<file path="src/rtl/memory_port_arbiter_if.sv">
// Requester-side port of the memory arbiter: request, transfer
// attributes, completion pulse and returned read data.
interface memory_port_arbiter_if #(
    parameter int ADDR_WIDTH = 17,
    parameter int DATA_WIDTH = 32
);
    logic                  req;
    logic                  we;
    logic                  lock;
    logic [0:ADDR_WIDTH-1] address;
    logic [0:DATA_WIDTH-1] data_in;
    logic                  ack;
    logic [0:DATA_WIDTH-1] data_out;

    modport master (
        output req, we, lock, address, data_in,
        input  ack, data_out
    );

    modport slave (
        input  req, we, lock, address, data_in,
        output ack, data_out
    );
endinterface

</file>
<file path="src/rtl/memory_port_arbiter.sv">
// Round-robin arbiter sharing one single-port word memory between CPU and IOP.
// Ports: clock/reset, cpu/iop requester ports, registered mem_* bus, owner, busy.
module memory_port_arbiter #(
    parameter int ADDR_WIDTH = 17,
    parameter int DATA_WIDTH = 32,
    parameter int LOCK_MAX   = 4
) (
    input  logic                  clock,
    input  logic                  reset,
    memory_port_arbiter_if.slave  cpu,
    memory_port_arbiter_if.slave  iop,
    output logic [0:ADDR_WIDTH-1] mem_address,
    output logic                  mem_write_en,
    output logic [0:DATA_WIDTH-1] mem_data_out,
    input  logic [0:DATA_WIDTH-1] mem_data_in,
    output logic                  owner,
    output logic                  busy
);

    localparam logic [3:0] LOCK_CAP = 4'(LOCK_MAX);

    typedef enum logic [1:0] {
        IDLE,
        ACCESS,
        DONE
    } state_t;

    state_t                state;
    logic                  last_grant;
    logic                  locked;
    logic                  lock_at_grant;
    logic [3:0]            lock_count;
    logic                  cpu_ack_q;
    logic                  iop_ack_q;
    logic [0:DATA_WIDTH-1] cpu_data_q;
    logic [0:DATA_WIDTH-1] iop_data_q;

    logic both_req;
    logic any_req;
    logic hold;
    logic force_switch;
    logic grant_iop;

    assign cpu.ack      = cpu_ack_q;
    assign iop.ack      = iop_ack_q;
    assign cpu.data_out = cpu_data_q;
    assign iop.data_out = iop_data_q;

    // A locked owner keeps the port under contention until its
    // lock budget is spent; then the waiting master is forced in.
    always_comb begin
        both_req     = cpu.req & iop.req;
        any_req      = cpu.req | iop.req;
        hold         = locked & (lock_count < LOCK_CAP);
        force_switch = both_req & locked & ~hold;
        grant_iop    = 1'b0;
        unique case (1'b1)
            (cpu.req & ~iop.req): grant_iop = 1'b0;
            (iop.req & ~cpu.req): grant_iop = 1'b1;
            (both_req & hold):    grant_iop = owner;
            (both_req & ~hold):   grant_iop = ~last_grant;
            default:              grant_iop = 1'b0;
        endcase
    end

    always_ff @(posedge clock or negedge reset) begin
        if (!reset) begin
            state         <= IDLE;
            mem_address   <= '0;
            mem_write_en  <= 1'b0;
            mem_data_out  <= '0;
            owner         <= 1'b0;
            busy          <= 1'b0;
            last_grant    <= 1'b1;
            locked        <= 1'b0;
            lock_at_grant <= 1'b0;
            lock_count    <= '0;
            cpu_ack_q     <= 1'b0;
            iop_ack_q     <= 1'b0;
            cpu_data_q    <= '0;
            iop_data_q    <= '0;
        end else begin
            unique case (state)
                IDLE: begin
                    if (any_req) begin
                        state         <= ACCESS;
                        busy          <= 1'b1;
                        owner         <= grant_iop;
                        mem_address   <= grant_iop ? iop.address : cpu.address;
                        mem_data_out  <= grant_iop ? iop.data_in : cpu.data_in;
                        mem_write_en  <= grant_iop ? iop.we : cpu.we;
                        lock_at_grant <= grant_iop ? iop.lock : cpu.lock;
                        if (force_switch) begin
                            locked     <= 1'b0;
                            lock_count <= '0;
                        end
                    end
                end
                ACCESS: begin
                    state        <= DONE;
                    mem_write_en <= 1'b0;
                    // Memory read data is combinational; sample it at
                    // the edge that ends the access cycle.
                    if (!mem_write_en) begin
                        if (owner) iop_data_q <= mem_data_in;
                        else       cpu_data_q <= mem_data_in;
                    end
                    if (owner) iop_ack_q <= 1'b1;
                    else       cpu_ack_q <= 1'b1;
                end
                DONE: begin
                    state      <= IDLE;
                    busy       <= 1'b0;
                    cpu_ack_q  <= 1'b0;
                    iop_ack_q  <= 1'b0;
                    last_grant <= owner;
                    // The lock run restarts whenever ownership changes.
                    if (lock_at_grant) begin
                        locked <= 1'b1;
                        if (locked && (owner == last_grant)) begin
                            if (lock_count != 4'hF)
                                lock_count <= lock_count + 4'd1;
                        end else begin
                            lock_count <= 4'd1;
                        end
                    end else begin
                        locked     <= 1'b0;
                        lock_count <= '0;
                    end
                end
                default: begin
                    state        <= IDLE;
                    busy         <= 1'b0;
                    mem_write_en <= 1'b0;
                    cpu_ack_q    <= 1'b0;
                    iop_ack_q    <= 1'b0;
                end
            endcase
        end
    end

endmodule

</file>
<file path="src/flat_wrapper.sv">
// flat-port wrapper written by rule: the top's interface ports become plain ports
module memory_port_arbiter_flat 
#(
    parameter int ADDR_WIDTH = 17,
    parameter int DATA_WIDTH = 32,
    parameter int LOCK_MAX   = 4
)
  (clock, reset, mem_address, mem_write_en, mem_data_out, mem_data_in, owner, busy, cpu_req, cpu_we, cpu_lock, cpu_address, cpu_data_in, cpu_ack, cpu_data_out, iop_req, iop_we, iop_lock, iop_address, iop_data_in, iop_ack, iop_data_out);
  memory_port_arbiter_if #(.ADDR_WIDTH(ADDR_WIDTH), .DATA_WIDTH(DATA_WIDTH)) cpu_i ();
  memory_port_arbiter_if #(.ADDR_WIDTH(ADDR_WIDTH), .DATA_WIDTH(DATA_WIDTH)) iop_i ();
  input  logic clock;
  input  logic reset;
  output logic [0:ADDR_WIDTH-1] mem_address;
  output logic mem_write_en;
  output logic [0:DATA_WIDTH-1] mem_data_out;
  input  logic [0:DATA_WIDTH-1] mem_data_in;
  output logic owner;
  output logic busy;
  input wire logic [$bits(cpu_i.req)-1:0] cpu_req;
  input wire logic [$bits(cpu_i.we)-1:0] cpu_we;
  input wire logic [$bits(cpu_i.lock)-1:0] cpu_lock;
  input wire logic [$bits(cpu_i.address)-1:0] cpu_address;
  input wire logic [$bits(cpu_i.data_in)-1:0] cpu_data_in;
  output wire logic [$bits(cpu_i.ack)-1:0] cpu_ack;
  output wire logic [$bits(cpu_i.data_out)-1:0] cpu_data_out;
  input wire logic [$bits(iop_i.req)-1:0] iop_req;
  input wire logic [$bits(iop_i.we)-1:0] iop_we;
  input wire logic [$bits(iop_i.lock)-1:0] iop_lock;
  input wire logic [$bits(iop_i.address)-1:0] iop_address;
  input wire logic [$bits(iop_i.data_in)-1:0] iop_data_in;
  output wire logic [$bits(iop_i.ack)-1:0] iop_ack;
  output wire logic [$bits(iop_i.data_out)-1:0] iop_data_out;
  assign cpu_i.req = cpu_req;
  assign cpu_i.we = cpu_we;
  assign cpu_i.lock = cpu_lock;
  assign cpu_i.address = cpu_address;
  assign cpu_i.data_in = cpu_data_in;
  assign cpu_ack = cpu_i.ack;
  assign cpu_data_out = cpu_i.data_out;
  assign iop_i.req = iop_req;
  assign iop_i.we = iop_we;
  assign iop_i.lock = iop_lock;
  assign iop_i.address = iop_address;
  assign iop_i.data_in = iop_data_in;
  assign iop_ack = iop_i.ack;
  assign iop_data_out = iop_i.data_out;
  memory_port_arbiter #(.ADDR_WIDTH(ADDR_WIDTH), .DATA_WIDTH(DATA_WIDTH), .LOCK_MAX(LOCK_MAX)) u_core (.clock(clock), .reset(reset), .cpu(cpu_i), .iop(iop_i), .mem_address(mem_address), .mem_write_en(mem_write_en), .mem_data_out(mem_data_out), .mem_data_in(mem_data_in), .owner(owner), .busy(busy));
endmodule
</file>
<file path="config.mk">
export PLATFORM = sky130hd
export DESIGN_NAME = memory_port_arbiter_flat
export DESIGN_NICKNAME = d
export VERILOG_FILES = /design/src/rtl/memory_port_arbiter_if.sv /design/src/rtl/memory_port_arbiter.sv /design/src/flat_wrapper.sv
export SDC_FILE = /design/constraint.sdc
export NUM_CORES = 1
export LEC_CHECK = 0
export CELL_PAD_IN_SITES_DETAIL_PLACEMENT = 1
export CELL_PAD_IN_SITES_GLOBAL_PLACEMENT = 2
export CORE_UTILIZATION = 38
export CTS_CLUSTER_SIZE = 12
export DETAILED_ROUTE_END_ITERATION = 7
export DONT_BUFFER_PORTS = 1
export PLACE_DENSITY_LB_ADDON = 0.15
export SLEW_MARGIN = 20
export SYNTH_ARGS = -nofsm -noshare
export SYNTH_HDL_FRONTEND = slang
export SYNTH_SLANG_ARGS = --single-unit
</file>
<file path="constraint.sdc">
create_clock -name clock -period 2.15 [get_ports clock]
set_clock_uncertainty 0.1 [all_clocks]
set_input_delay 0.3225 -clock clock [delete_from_list [all_inputs] [get_ports clock]]
set_output_delay 0.3225 -clock clock [all_outputs]
set_load 0.005 [all_outputs]
</file>
Yosys cells after proc, flatten, opt, wreduce, memory -nomap -nowiden
Index checks and enable logic that the tools add are counted.

Latch bits: 0. RAM bits: 0. Output and inout port bits: 118. Register bits after elaboration: 127. Bits in read-only memories: 0. Memories: 0.

Muxes and demuxes: 25. Add/subtract/negate cells: 1. $mul: 0. Reductions and logical operators: 12. Bitwise operators: 16. Eq/ne operators: 9. Divide/modulo/power cells: 0. Magnitude comparators: 1. Shift-type cells: 0.

Operators by type and width (count): 2-to-1 mux 32 bit (1); 2-to-1 mux 4 bit (5); 2-to-1 mux 17 bit (1); case mux 1 bit (2 select lines) (5); AND reduction 2 bit (5); 2-to-1 mux 1 bit (9); AND reduction 3 bit (3); inequality test 4 bit, second input constant (2); inverter 1 bit (8); case mux 4 bit (2 select lines) (1); bitwise AND 1 bit (7); inequality test 2 x 1 -> 1 bit, second input constant (3); adder 4 x 1 -> 4 bit, second input constant (1); < comparator 4 x 3 -> 1 bit, second input constant (1); case mux 2 bit (2 select lines) (1); AND reduction 4 bit (1); case mux 1 bit (3 select lines) (1); == test 2 x 1 -> 1 bit, second input constant (1); == test 2 bit, second input constant (1); logical NOT 2 bit (1); 2-to-1 mux 2 bit (1); inequality test 2 bit, second input constant (1); nonzero test 2 bit (1); == test 1 bit (1); other kinds (2) (2).

Logic depth before layout (Yosys ltp)
Word-level depth: 8. Mapped depth: 8. Gate-level depth less buffers: 5.

Worst setup path after synthesis
Ideal clock, no wire load.

Path kind: flip-flop to flip-flop. From: reg u_core.lock_count[3]. To: reg u_core.mem_write_en. Slack: 0.491 ns. Data required time: 1.924 ns. Setup time: 0.126 ns. Stages on the path, launching flop included: 6. Period minus slack after synthesis: 1.659 ns. Arrival: 1.433 ns. Path through: dfrtp_1 > nor3b_2 > mux2i_2 > buf_6 > nor2_1 > a311o_1.

Longest elaborated chain between the ends: 8.

RTL lines: from (decl) (RTL line memory_port_arbiter.sv:32) `logic [3:0] lock_count;`; from (signal assigned) (RTL line memory_port_arbiter.sv:122) `lock_count <= lock_count + 4'd1;`; < comparator 4 x 3 -> 1 bit (*) (RTL line memory_port_arbiter.sv:54) `hold = locked & (lock_count < LOCK_CAP);`; bitwise AND 1 bit (*) (RTL line memory_port_arbiter.sv:54); inverter 1 bit (RTL line memory_port_arbiter.sv:61) `(both_req & ~hold): grant_iop = ~last_grant;`; bitwise AND 1 bit (RTL line memory_port_arbiter.sv:61); case mux 1 bit (3 select lines) (*) (RTL line memory_port_arbiter.sv:57) `unique case (1'b1)`; 2-to-1 mux 1 bit (*) (RTL line memory_port_arbiter.sv:91) `mem_write_en <= grant_iop ? iop.we : cpu.we;`; 2-to-1 mux 1 bit (*) (RTL line memory_port_arbiter.sv:85) `if (any_req) begin`; case mux 1 bit (2 select lines) (*) (RTL line memory_port_arbiter.sv:83) `unique case (state)`; to (signal assigned) (RTL line memory_port_arbiter.sv:91); to (decl) (RTL line memory_port_arbiter.sv:13) `output logic mem_write_en,`.

Every way passes the cells marked *; elsewhere a longest branch is shown, timed or not. The select of a mux whose other input is x is not followed. A chain may end at the register's enable or synchronous reset.

Worst setup path in the final report
From: reg u_core.lock_count[3]. To: reg u_core.mem_data_out[16] in the netlist's numbering.

Longest elaborated chain between the ends: 6.

RTL lines: < comparator 4 x 3 -> 1 bit (*) (RTL line memory_port_arbiter.sv:54); bitwise AND 1 bit (*) (RTL line memory_port_arbiter.sv:54); inverter 1 bit (RTL line memory_port_arbiter.sv:61); bitwise AND 1 bit (RTL line memory_port_arbiter.sv:61); case mux 1 bit (3 select lines) (*) (RTL line memory_port_arbiter.sv:57); 2-to-1 mux 32 bit (*) (RTL line memory_port_arbiter.sv:90) `mem_data_out <= grant_iop ? iop.data_in : cpu.data_in;`; to (signal assigned) (RTL line memory_port_arbiter.sv:90); to (decl) (RTL line memory_port_arbiter.sv:14) `output logic [0:DATA_WIDTH-1] mem_data_out,`.

Every way passes the cells marked *; elsewhere a longest branch is shown, timed or not.

==> results.txt <==
For the global-route wire length before repair, the log shows 24.81 mm. 0 antenna diodes ended up in the layout. The DRC violation total after the first TritonRoute iteration is 141. After detailed routing, the number of vias per cell comes to 5.450.

Setup repair after global routing left no endpoint under its margin. The count of mapped cells out of synthesis was 490. The via count of the first global-routing pass was 4770.

The share of flip-flops with an asynchronous set or reset after synthesis came out at 100.0%. The count of antenna-violating nets left after detailed routing was 0. Global routing used 21.43% of the available tracks.

For the total negative slack for setup checks, the log shows 0 ps. In this run the deepest clock path goes through 2 buffers. STA classifies the critical path endpoint as a flop. The logs give 747 for the number of nets in the layout and 0 for the max-slew violation total from the final report.

After synthesis, flip-flops and latches occupy 56.20% of the total area. Clock slew at the register clock pins of the worst setup and hold paths: 60 ps. Clock latency on the worst-skew pair, taken at its later pin, is 410 ps. After synthesis, the mean cell area works out to 11.54 um2. Buffers placed on the I/O ports in this run total 0. The tools report the area of the mapped netlist as 5657 um2. The die width is 124.0 um.

Across the run, the number of max-cap violations was 0. The hold violation total from the final report is 127. TritonCTS built the clock tree.

The total iterations of the first detailed-routing run came out at 7. Final RePlAce weighted congestion: 0.7182. For the row count, the log shows 44.

The fraction of layout cells with a size suffix above 1 came out at 13.55%. The wire-length estimate of the detail-placed layout is 9.751 mm. STA puts the critical path data arrival time at 2190 ps. The run gives 16.31 mm as the final routed wirelength across all metal layers.

The min-delay analysis places its worst path in the category input port to asynchronous set/reset pin. VDD sags by at most 0.5868 mV. In this run, synthesis produced a sequential element count of 127. The leakage dissipation is 3.102 nW. The slew at the pin closest to its max-slew limit is 531.6 ps, and the power per cell area is 1453 nW/um2. The die boundary height came out at 124.0 um.

The run gives 14530 um2 as the placeable core area. The post-route minimum period came out at 1967 ps. For the number of different library cells in the post-synthesis netlist, the log shows 33. Worst slew margin relative to its limit: 64.56%. The run gives 4382 as the overall via count from detail_route.

Prior to clock tree synthesis, the placed netlist has a worst setup slack of 246.3 ps. Clock tree synthesis selected as its root buffer the cell clkbuf_16. The synthesis-to-finish area growth was 37.27%.

The deepest level of the CTS H-tree was 4. The worst setup path is launched from a flop. Buffers inserted during clock tree synthesis total 17. The final reports fail on negative hold slack.

The worst hold slack was -509.5 ps. The die covers 15380 um2. The highest fanout seen on the critical path works out to 72. In the final routed layout, each cell accounts on average for 20.28 um.

For this configuration, the core starts out at a cell density of 38.92%. In this run the post-CTS setup repair buffer count came out at 0. Setup violations remaining at the end of the flow were counted as 0. The number of enable flip-flop cells after synthesis was 0; the maximum clock frequency was 508.5 MHz. The run finished, with violations left. During I/O placement, the number of pins put on the boundary was 256.

The tools report the data required time of the worst path as 2370 ps. In the finished design, the share of the clock period the worst path needs comes to 91.47%. Pin count of the biggest net entering global routing: 128. Initial antenna violation count: 0. The final routed DRC violation total was 0. The top flip-flop cell by instance count after synthesis was dfrtp_1. After clock tree synthesis, the repair step resized 0 gates. Number of nets in the synthesized netlist: 629. The clock drives 127 sinks.

Hold repair after CTS inserted 131 buffers. During synthesis, Yosys emitted a total of 0 warnings. Summed over all layers, the global routing overflow is 0.

After layout, the worst setup slack is 183.4 ps. The critical path is of the flop to flop type.
==> cell usage after synthesis, types with 2 or more instances <==
cell type,n,area (um2)
a21oi_1,7,35.03
a31oi_1,50,312.8
buf_2,15,75.07
buf_4,3,22.52
buf_6,11,123.9
clkbuf_1,12,45.04
dfrtp_1,126,3153
inv_1,6,22.52
mux2_1,26,292.8
mux2_2,38,427.9
nand2_1,6,22.52
nand2b_1,3,18.77
nand3_1,3,15.01
nand3b_1,51,382.9
nor2_1,58,217.7
nor3b_4,2,37.54
o21ai_0,40,200.2
o21ai_1,18,90.09
==> report_power, final <==
group / internal (mW) / total [mW] / leakage (nW) / switching, mW
logic: 1.65 / 3.18 / 1.29 / 1.53
registers: 3.63 / 4.74 / 1.48 / 1.11
clock network: 2.31 / 3.35 / 0.330 / 1.04
==> logic make-up after synthesis <==
group | synth area share [%]
AOI/OAI and AO/OA | 12.34
xor gates and xnor gates | 0.1549
adders and majority gates | 0.2212
buffers and inverters | 5.109
DFF | 56.20
muxes | 12.98
and+or+nand+nor | 12.98
==> flip-flops by register name, indices dropped and copies added (netlist names) <==
register,count
u_core.busy,1
u_core.cpu.ack,1
u_core.cpu.data_out,32
u_core.iop.ack,1
u_core.iop.data_out,32
u_core.last_grant,1
u_core.lock_at_grant,1
u_core.lock_count,4
u_core.locked,1
u_core.mem_address,17
u_core.mem_data_out,32
u_core.mem_write_en,1
u_core.owner,1
u_core.state,2
==> per-stage QoR <==
stage | util, % | cell area [um2] | hold slack (ps) | instances | power [mW]
after floorplan | - | 5657 | -73.09 | 490 | 6.954
after CTS | 53.43 | 7765 | -517.9 | 804 | 11.34
after global placement | 39.64 | 5761 | -70.54 | 642 | 7.583
after global routing | 53.43 | 7765 | -520.7 | 804 | 12.04
final | 53.43 | 7765 | -509.5 | 804 | 11.28
after detailed placement | 39.64 | 5761 | -70.65 | 642 | 7.732
==> cell type report <==
cell class                 instances  area [um2]
inverter                           6       23.77
tap                              184       230.2
fill                            1504        6769
clock buffer                      20       446.7
timing repair buffer             140        1451
clock inverter                    11       236.5
multi-input combinational        316        2197
sequential                       127        3179
==> path summary, 6_finish.rpt <==
check / slack [ps] / cells past startpoint / start / end
worst max register to register: 180 / 5 / u_core.lock_count[3] / u_core.mem_data_out[16]
worst min register to register: 410 / 2 / u_core.last_grant / u_core.last_grant
worst min-delay path: -510 / 0 / reset / u_core.cpu.data_out[8]
min in group clock: 20 / 2 / iop_lock / u_core.lock_at_grant
max in group asynchronous: 2230 / 0 / reset / u_core.last_grant
worst max-delay path: 180 / 5 / u_core.lock_count[3] / u_core.mem_data_out[16]
==> layout by cell type, fill, tap and decap left out, drive strengths merged, types with 2 or more instances in the layout <==
master | synthesis | layout
clkbuf | 12 | 20
a31oi | 50 | 50
nor2 | 58 | 58
a21oi | 7 | 7
nor2b | 2 | 2
nand3b | 51 | 51
dlygate4sd3 | 0 | 130
mux2 | 64 | 64
clkinv | 0 | 4
nor3b | 4 | 4
nand3 | 3 | 3
nand2 | 6 | 6
dfrtp | 126 | 126
buf | 29 | 10
inv | 6 | 5
nand2b | 3 | 3
o21ai | 58 | 58
bufinv | 0 | 7
==> critical path: stages, from the launching register on <==
cell and delay (ps):
dfrtp_1 430, nor3b_2 310, mux2i_4 340, buf_12 270, o21ai_0 170, a31oi_1 240
==> metal layers <==
layer  share of wire [%]  track usage (%)  vias to the layer above
met3                  10            7.738                       24
li1                    -                -                     1997
met4                 1.6            9.152                        0
met1                  38            23.48                     2160
met5                   0                0                        -
met2                  50            37.26                      201
(Power assumes the default switching activity.)
